### src/rtl/disp_pkg.sv
// Shared encodings and display limits for the display channel multiplexer.
package disp_pkg;

  localparam logic [1:0] MODE_MANUAL = 2'd0;
  localparam logic [1:0] MODE_AUTO   = 2'd1;
  localparam logic [1:0] MODE_FREEZE = 2'd2;

  localparam int DISP_MAX     = 999999;
  localparam int DISP_MAX_NEG = 99999;
  localparam int DISP_DIGITS  = 6;

  typedef enum logic [1:0] {
    ST_MANUAL,
    ST_AUTO,
    ST_FREEZE
  } chan_state_t;

  // Mode 3 is unused and behaves exactly like freeze.
  function automatic chan_state_t decode_mode(input logic [1:0] m);
    case (m)
      MODE_MANUAL: return ST_MANUAL;
      MODE_AUTO:   return ST_AUTO;
      default:     return ST_FREEZE;
    endcase
  endfunction

endpackage

### src/rtl/disp_sat_conv.sv
// Converts a raw channel value into a clamped display magnitude plus minus flag.
module disp_sat_conv
  import disp_pkg::*;
#(
  parameter int DW = 20
) (
  input  logic [DW-1:0] value,
  input  logic          is_signed,
  output logic [19:0]   mag,
  output logic          neg
);

  // Two spare bits keep |most-negative| and the 20-bit limits representable.
  localparam int EW = ((DW > 20) ? DW : 20) + 2;

  logic [EW-1:0] ext;
  logic [EW-1:0] abs_val;
  logic [EW-1:0] limit;

  always_comb begin
    neg     = is_signed & value[DW-1];
    ext     = {{(EW-DW){neg}}, value};
    abs_val = neg ? (~ext + EW'(1)) : ext;
    limit   = neg ? EW'(DISP_MAX_NEG) : EW'(DISP_MAX);
    mag     = (abs_val > limit) ? limit[19:0] : abs_val[19:0];
  end

endmodule

### src/rtl/disp_chan_mux.sv
// Multi-channel value selector for the 6-digit seven-segment driver:
// shadows each channel, picks one (manual / auto-rotate / freeze) and clamps it.
module disp_chan_mux
  import disp_pkg::*;
#(
  parameter int                 NCH         = 4,
  parameter int                 DW          = 20,
  parameter int                 DWELL       = 50_000_000,
  parameter logic [NCH-1:0]     SIGNED_MASK = '0,
  parameter logic [NCH*6-1:0]   POINT_CFG   = '0,
  localparam int                CW          = $clog2(NCH)
) (
  input  logic                   clk,
  input  logic                   rst,
  input  logic [NCH*DW-1:0]      ch_data,
  input  logic [NCH-1:0]         ch_vld,
  input  logic [1:0]             mode,
  input  logic [CW-1:0]          sel,
  input  logic                   step,
  output logic [19:0]            data,
  output logic [DISP_DIGITS-1:0] point,
  output logic                   sign,
  output logic                   en,
  output logic [CW-1:0]          cur_ch,
  output logic                   upd
);

  localparam int              CNTW     = (DWELL > 1) ? $clog2(DWELL) : 1;
  localparam logic [CNTW-1:0] CNT_LAST = CNTW'(DWELL - 1);
  localparam logic [CW-1:0]   CH_LAST  = CW'(NCH - 1);

  logic [DW-1:0]          shadow [NCH];
  chan_state_t            state;
  chan_state_t            state_nxt;
  logic [CNTW-1:0]        cnt;
  logic [CNTW-1:0]        cnt_eff;
  logic [CW-1:0]          prev_ch;
  logic [CW-1:0]          ch_inc;
  logic [19:0]            conv_mag;
  logic                   conv_neg;
  logic [DISP_DIGITS-1:0] conv_pt;

  // The dwell count only survives while staying in AUTO; any entry restarts it.
  always_comb begin
    state_nxt = decode_mode(mode);
    ch_inc    = (cur_ch == CH_LAST) ? '0 : cur_ch + CW'(1);
    cnt_eff   = (state == ST_AUTO) ? cnt : '0;
    conv_pt   = POINT_CFG[cur_ch*DISP_DIGITS +: DISP_DIGITS];
  end

  disp_sat_conv #(
    .DW(DW)
  ) u_conv (
    .value     (shadow[cur_ch]),
    .is_signed (SIGNED_MASK[cur_ch]),
    .mag       (conv_mag),
    .neg       (conv_neg)
  );

  always_ff @(posedge clk) begin
    for (int i = 0; i < NCH; i++) begin
      if (rst)
        shadow[i] <= '0;
      else if (ch_vld[i])
        shadow[i] <= ch_data[i*DW +: DW];
    end
  end

  // en drops for the cycle after cur_ch moves, by comparing against last cycle's channel.
  always_ff @(posedge clk) begin
    if (rst) begin
      state   <= ST_MANUAL;
      cur_ch  <= '0;
      prev_ch <= '0;
      cnt     <= '0;
      data    <= '0;
      point   <= '0;
      sign    <= 1'b0;
      en      <= 1'b0;
      upd     <= 1'b0;
    end else begin
      state   <= state_nxt;
      prev_ch <= cur_ch;
      en      <= (prev_ch == cur_ch);
      upd     <= 1'b0;
      case (state_nxt)
        ST_MANUAL: begin
          cnt <= '0;
          if (step)
            cur_ch <= ch_inc;
          else if (int'(sel) < NCH)
            cur_ch <= sel;
        end
        ST_AUTO: begin
          if (step || (cnt_eff == CNT_LAST)) begin
            cur_ch <= ch_inc;
            cnt    <= '0;
          end else begin
            cnt <= cnt_eff + CNTW'(1);
          end
        end
        default: begin
        end
      endcase
      if (state_nxt != ST_FREEZE) begin
        data  <= conv_mag;
        point <= conv_pt;
        sign  <= conv_neg;
        upd   <= (conv_mag != data) || (conv_pt != point) || (conv_neg != sign);
      end
    end
  end

endmodule
### config.mk
export PLATFORM = sky130hd
export DESIGN_NAME = disp_chan_mux
export DESIGN_NICKNAME = d
export VERILOG_FILES = /design/src/rtl/disp_pkg.sv /design/src/rtl/disp_sat_conv.sv /design/src/rtl/disp_chan_mux.sv
export SDC_FILE = /design/constraint.sdc
export NUM_CORES = 1
export LEC_CHECK = 0
export CAP_MARGIN = 20
export CELL_PAD_IN_SITES_DETAIL_PLACEMENT = 0
export CELL_PAD_IN_SITES_GLOBAL_PLACEMENT = 1
export CORE_MARGIN = 3
export CORE_UTILIZATION = 38
export CTS_BUF_LIST = sky130_fd_sc_hd__clkbuf_8
export DETAILED_ROUTE_END_ITERATION = 16
export GPL_ROUTABILITY_DRIVEN = 0
export GPL_TIMING_DRIVEN = 1
export PLACE_DENSITY_LB_ADDON = 0.1
export SLEW_MARGIN = 20
export SYNTH_ARGS = -nofsm -noshare
export SYNTH_HDL_FRONTEND = slang
export SYNTH_SLANG_ARGS = --single-unit
### constraint.sdc
create_clock -name clk -period 3.3 [get_ports clk]
set_clock_uncertainty 0.1 [all_clocks]
set_input_delay 0.66 -clock clk [delete_from_list [all_inputs] [get_ports clk]]
set_output_delay 0.66 -clock clk [all_outputs]
set_load 0.005 [all_outputs]
==> results of run 1 <==
## cells in the mapped netlist, drive strengths merged (2+ instances only)
| library cell | n |
|---|---|
| a211oi | 5 |
| a21o | 2 |
| a21oi | 17 |
| a221oi | 7 |
| a22o | 4 |
| a2bb2oi | 2 |
| a31oi | 3 |
| a32o | 5 |
| a41oi | 2 |
| and2 | 84 |
| and3 | 7 |
| and4 | 4 |
| buf | 13 |
| clkbuf | 24 |
| dfxtp | 56 |
| edfxtp | 80 |
| ha | 2 |
| inv | 13 |
| mux2i | 2 |
| mux4 | 20 |
| nand2 | 60 |
| nand2b | 3 |
| nand3 | 21 |
| nand3b | 2 |
| nand4 | 4 |
| nor2 | 27 |
| nor2b | 10 |
| nor3 | 10 |
| nor4 | 6 |
| o21ai | 29 |
| o31a | 2 |
| o31ai | 4 |
| or2 | 7 |
| or4 | 2 |
| xnor2 | 7 |
| xor2 | 15 |
## final cells by class
class                   instances  share of cell area (%)
inverters                      13                   0.591
clock buffers                  17                    2.84
clock inverters                15                    1.73
repair buffers                136                    15.8
well taps                     220                    3.34
multi-input cells             395                    33.0
flip-flops and latches        136                    42.7
## power by group through the flow
stage               Clock (uW)  Sequential (uW)  Combinational, uW
floorplan                    0             1980                304
global placement             0             2000                550
detailed placement           0             2000                555
CTS                       1350             1970                556
global route              1420             1980                603
finish                    1310             1960                549
## worst min-delay path, cell delays in order (launching register included)
cell	delay (ns)
dfxtp_1	0.33
nand2_1	0.06
nand2_1	0.04
## routing by layer
layer	part of all wire (%)	GRT usage (%)
met2	47	29.0
met1	47	25.9
met3	4.7	4.33
met4	1.1	5.10
met5	0	0
## through the flow
stage	util (%)	total power [uW]	instances
final	49.6	3820	932
after CTS	49.6	3870	932
after global placement	47.3	2550	900
after detailed placement	47.3	2560	900
after floorplan	-	2280	581
after global routing	49.6	4000	932
## worst paths after layout
kind | start | slack, ns | depth (start not counted) | to
worst max-delay path | flop | 0.35 | 9 | upd
worst min-delay path | cnt[14] | 0.37 | 2 | cnt[14]
worst max register to register | flop | 0.35 | 9 | upd
worst min register to register | cnt[14] | 0.37 | 2 | cnt[14]
## sequential cells by signal, indices dropped and copies added (netlist names), named ones only
name,count
shadow,80
en,1
cur_ch,2
data,20
cnt,26
prev_ch,2
state,2
upd,1
## cell families after synthesis
kind of cell,share of synthesized area (%)
AO/OA/AOI/OAI,9.43
XOR/XNOR,2.98
adder cells (fa/ha/maj),0.387
buffers and inverters,3.81
flip-flops,54.5
multiplexers,7.86
other,0.0580
AND/OR/NAND/NOR,21.0
==> metrics.txt, run 1 <==
Cell variety after synth 56; DRT Pass-1 Iters 5; Final ANT Viol Nets 0; clock slew at reported path FFs 0.09 ns; Post-Syn Area per Cell 11.2 um2; initial antenna violation count 0; number of synthesis warnings 0; P_sw roughly 1000 uW; DRC 0; WHS 0.368 ns; Area Growth Syn to Fin 27.7%; Clock Path Buffers 2; post-cts sizing count 0; crit path kind flop to flop; post-route cell area 0.00825 mm2; root buffer cell clkbuf_8; Worst Tran Pin Value around 1.1 ns; Setup WS post-layout around 0.35 ns; total setup buffers inserted after CTS 0; Period Utilization, post-route between 80% and 90%; Slowest-stage cell, CP mux4_1; RSZ-0062 raised after global routing no; switching share of power approximately a quarter; worst hold path type flop to flop; number of buffers added on ports around 110; final wirelength ~16,000 um; die area about 0.019 mm2; Setup WS pre-CTS roughly 0.34 ns; area of the multi-input gates roughly 0.0027 mm2; vias per cell ~5.1; Mapped Area about 0.0065 mm2; 1st-iter DRT viols between 400 and 500; Period minus WS final 2.95 ns; register area roughly 0.0035 mm2; Worst Path Required between 3 and 4 ns; Layout Nets between 700 and 800; DR WL/cell ~18 um; CP Max Fanout 8; Lkg Pwr 0.00309 uW; Critical Path End Type flop; Area contributors post-synth edfxtp_1, dfxtp_1, and2_1; Seq cells post-synth 136; power share of the combinational group 14.3%; CP Launch Type flop; IO Count approximately 120; peak supply drop approximately 220 uV; Total GRT Usage between 10% and 20%; CP dominant cell by count buf_4; EDFF count, synth 80; initial core utilization 38.8%; Worst EP arrival about 3.2 ns; via count roughly 4,800; global-route wire length before repair ~26,000 um; largest net degree at the start of global routing 36; Post-synth ARST share 0%; Rel. slew slack slightly below 30%; PD cells roughly 460 mW/mm2; Synth area leader edfxtp_1; CTS tree built; sequential power share 51.3%; clock power share roughly a third; clock sink total 136; most frequent cells in the layout clkdlybuf4s50_1, and2_1, edfxtp_1; GRT overflow 0; endpoints failing setup 0; CP max stage delay 0.60 ns; commonest non-fill, non-tap cell in the layout clkdlybuf4s50_1; hold_buf cts 0; Cell Area, Placed 0.00788 mm2; Fmax achieved ~340 MHz; number of global-route vias before repair 4,868; Core Box Area around 0.017 mm2; max-slew violations 0; Crit path max-delay family multiplexers; Die Y 136 um; TritonCTS Buffers 17; Most used DFF post-synth edfxtp_1; Mapped Cells between 500 and 600; Internal around 2800 uW; sequential element share of the synthesized area 54.5%; setup TNS 0 ns; htree depth 4; Final Hold Viols 0; die width about 140 um; top cell type's share of synthesized area about 37%; clk_lat worst skew between 0.4 and 0.5 ns; fillcell total 1,508; status finished, final reports clean; Cell Rows 47; Detailed Place HPWL ~12,000 um; max-cap violations 0; # diodes 0; crit path buf inv count 2; share of cells above drive strength 1 10.4%; Cell Chain, Critical Path buf_4 > buf_4 > mux4_1 > o31a_1 > nor3_2 > nor2_1 > mux2i_1 > a2111oi_2 > a31oi_1
Note: power is estimated with default switching activity, not from simulation.
==> run 2, diff against run 1 <==
--- a/config.mk
+++ b/config.mk
@@ -15,7 +15,7 @@
 export GPL_ROUTABILITY_DRIVEN = 0
 export GPL_TIMING_DRIVEN = 1
 export PLACE_DENSITY_LB_ADDON = 0.1
-export SLEW_MARGIN = 20
+export SLEW_MARGIN = 0
 export SYNTH_ARGS = -nofsm -noshare
 export SYNTH_HDL_FRONTEND = slang
 export SYNTH_SLANG_ARGS = --single-unit
==> results of run 2 <==
Final layout, timing and power as in run 1 (identical DEF).
==> run 3, diff against run 2 <==
--- a/config.mk
+++ b/config.mk
@@ -8,9 +8,9 @@
 export CAP_MARGIN = 20
 export CELL_PAD_IN_SITES_DETAIL_PLACEMENT = 0
 export CELL_PAD_IN_SITES_GLOBAL_PLACEMENT = 1
-export CORE_MARGIN = 3
+export CORE_MARGIN = 2
 export CORE_UTILIZATION = 38
-export CTS_BUF_LIST = sky130_fd_sc_hd__clkbuf_8
+export CTS_BUF_LIST = sky130_fd_sc_hd__clkbuf_4
 export DETAILED_ROUTE_END_ITERATION = 16
 export GPL_ROUTABILITY_DRIVEN = 0
 export GPL_TIMING_DRIVEN = 1
==> metrics.txt, run 3 (synthesis gave the netlist of run 1 again) <==
number of global-route vias before repair 4,841 (was 4,868); DR WL/cell 17.8 um (was 17.7 um); clock power share 29.3% (was 34.3%); most frequent cells in the layout clkdlybuf4s50_1, and2_1, edfxtp_1 (unchanged); power share of the combinational group 15.2% (was 14.3%); Crit path max-delay family compound AO/OA/AOI/OAI gates (was multiplexers); PD cells 436 mW/mm2 (was 463 mW/mm2); CTS tree built (unchanged); clk_lat worst skew 0.57 ns (was 0.44 ns); reg2reg setup slack 0.28 ns (was 0.35 ns); vias per cell 5.19 (was 5.10); final wirelength 16,700 um (was 16,500 um); Power Total 3550 uW (was 3820 uW); die width 134 um (was 136 um); number of buffers added on ports 114 (unchanged); Layout Nets 793 (was 792); DRC 0 (unchanged); 1st-iter DRT viols 386 (was 410); Detailed Place HPWL 12,300 um (was 12,000 um); Worst EP arrival 3.36 ns (was 3.17 ns); register area 0.00352 mm2 (unchanged); DRT Pass-1 Iters 5 (unchanged); Internal 2530 uW (was 2820 uW); Core Util, Final 49.2% (was 49.6%); max-cap violations 0 (unchanged); Period minus WS final 3.02 ns (was 2.95 ns); Total GRT Usage 19.3% (was 18.5%); P_sw 1020 uW (was 1010 uW); GRT overflow 0 (unchanged); Largest Register shadow (unchanged); Critical Path End Type flop (unchanged); TritonCTS Buffers 17 (unchanged); via count 4,846 (was 4,750); global-route wire length before repair 26,600 um (was 26,300 um); Period Utilization, post-route 91.5% (was 89.3%); die area 0.0181 mm2 (was 0.0186 mm2); top flop regs shadow (80), cnt (26), data (20) (unchanged); peak supply drop 203 uV (was 223 uV); largest net degree at the start of global routing 30 (was 36); initial antenna violation count 1 (was 0); CP Launch Type flop (unchanged); clock sink total 136 (unchanged); status finished, final reports clean (unchanged); Lkg Pwr 0.00306 uW (was 0.00309 uW); Clock Path Buffers 2 (unchanged); Worst Tran Pin Value 0.636 ns (was 1.05 ns); Cell Chain, Critical Path buf_4 > mux4_1 > o31a_1 > nor3_2 > nor2_1 > mux2i_1 > a2111oi_2 > a31oi_1 (was buf_4 > buf_4 > mux4_1 > o31a_1 > nor3_2 > nor2_1 > mux2i_1 > a2111oi_2 > a31oi_1); Rel. slew slack 57.5% (was 29.6%); fillcell total 1,560 (was 1,508); endpoints failing setup 0 (unchanged); IO Count 122 (unchanged); max reg flops 80 (unchanged); Final Hold Viols 0 (unchanged); area of the multi-input gates 0.00272 mm2 (unchanged); CP Max Fanout 11 (was 8); Setup WS pre-CTS 0.310 ns (was 0.338 ns); Core Box Area 0.0166 mm2 (about the same); root buffer cell clkbuf_4 (was clkbuf_8); commonest non-fill, non-tap cell in the layout clkdlybuf4s50_1 (unchanged); worst hold path type flop to flop (unchanged); clock slew at reported path FFs 0.14 ns (was 0.09 ns); switching share of power 28.7% (was 26.3%); post-cts sizing count 0 (unchanged); Die Y 134 um (was 136 um); Cell Rows 47 (unchanged); Area Growth Syn to Fin 26.2% (was 27.7%); Final ANT Viol Nets 0 (unchanged); RSZ-0062 raised after global routing no (unchanged); share of cells above drive strength 1 10.7% (was 10.4%); hold_buf cts 0 (unchanged); sequential power share 55.5% (was 51.3%); CP max stage delay 0.68 ns (was 0.60 ns); initial core utilization 39.0% (was 38.8%); Setup WS post-layout 0.279 ns (was 0.352 ns); Fmax achieved 331 MHz (was 339 MHz); max-slew violations 0 (unchanged); Worst Path Required 3.64 ns (was 3.53 ns); Slowest-stage cell, CP mux4_1 (unchanged); total setup buffers inserted after CTS 0 (unchanged); setup TNS 0 ns (unchanged); htree depth 4 (unchanged); crit path kind flop to flop (unchanged); crit path buf inv count 1 (was 2)
-- run 3: cell types whose count changed in the layout (fill, tap and decap cells not counted) --
cell and change:
buf_6 +2, clkinv_4 +2, diode_2 +1, clkbuf_8 -17, inv_6 +1, inv_8 +2, clkinvlp_4 -4, inv_1 -1
bufinv_16 -1, clkbuf_4 +17, buf_4 -1, clkinv_2 +1
-- run 3: path summary, 6_finish.rpt --
path | startpoint | endpoint | depth (start not counted)
worst max-delay path | flop | upd | 8
worst min-delay path | cnt[14] | cnt[14] | 2
worst max register to register | flop | upd | 8
worst min register to register | cnt[14] | cnt[14] | 2
-- run 3: area by class of cell --
class | instances | share of cell area [%]
Timing Repair Buffer | 137 | 16.2
Multi-Input combinational cell | 395 | 33.4
Tap cell | 220 | 3.38
Sequential cell | 136 | 43.2
Clock buffer | 17 | 1.57
Clock inverter | 15 | 1.63
Inverter | 13 | 0.598
Antenna cell | 1 | 0.0307
-- run 3: stage by stage --
step	cell area, um2	hold slack, ns	instances
2_1_floorplan	6490	0.327	581
3_3_place_gp	7870	0.336	899
3_5_place_dp	7880	0.354	900
4_1_cts	8140	0.373	932
5_1_grt	8150	0.386	934
6_report	8150	0.371	934
-- run 3: power by group through the flow --
stage | clock network (uW) | registers (uW) | logic [uW]
finish | 1040 | 1970 | 540
global route | 1130 | 1980 | 590
detailed placement | 0 | 2010 | 543
CTS | 1070 | 1970 | 544
floorplan | 0 | 1980 | 304
global placement | 0 | 2010 | 537
-- run 3: worst reg2reg max path, delay by kind of cell, from the launching register on --
family	cells	cell delay, ns
mux	2	0.87
compound gates	3	0.88
simple gates	2	0.28
flops	1	0.49
buf+inv	1	0.29
-- run 3: routing by layer --
metal	up-vias	wire length, um	global-route usage [%]
met5	-	0	0
met4	0	216	5.44
met3	15	745	4.08
met2	150	7490	28.7
met1	2352	8210	28.5
li1	2329	-	-
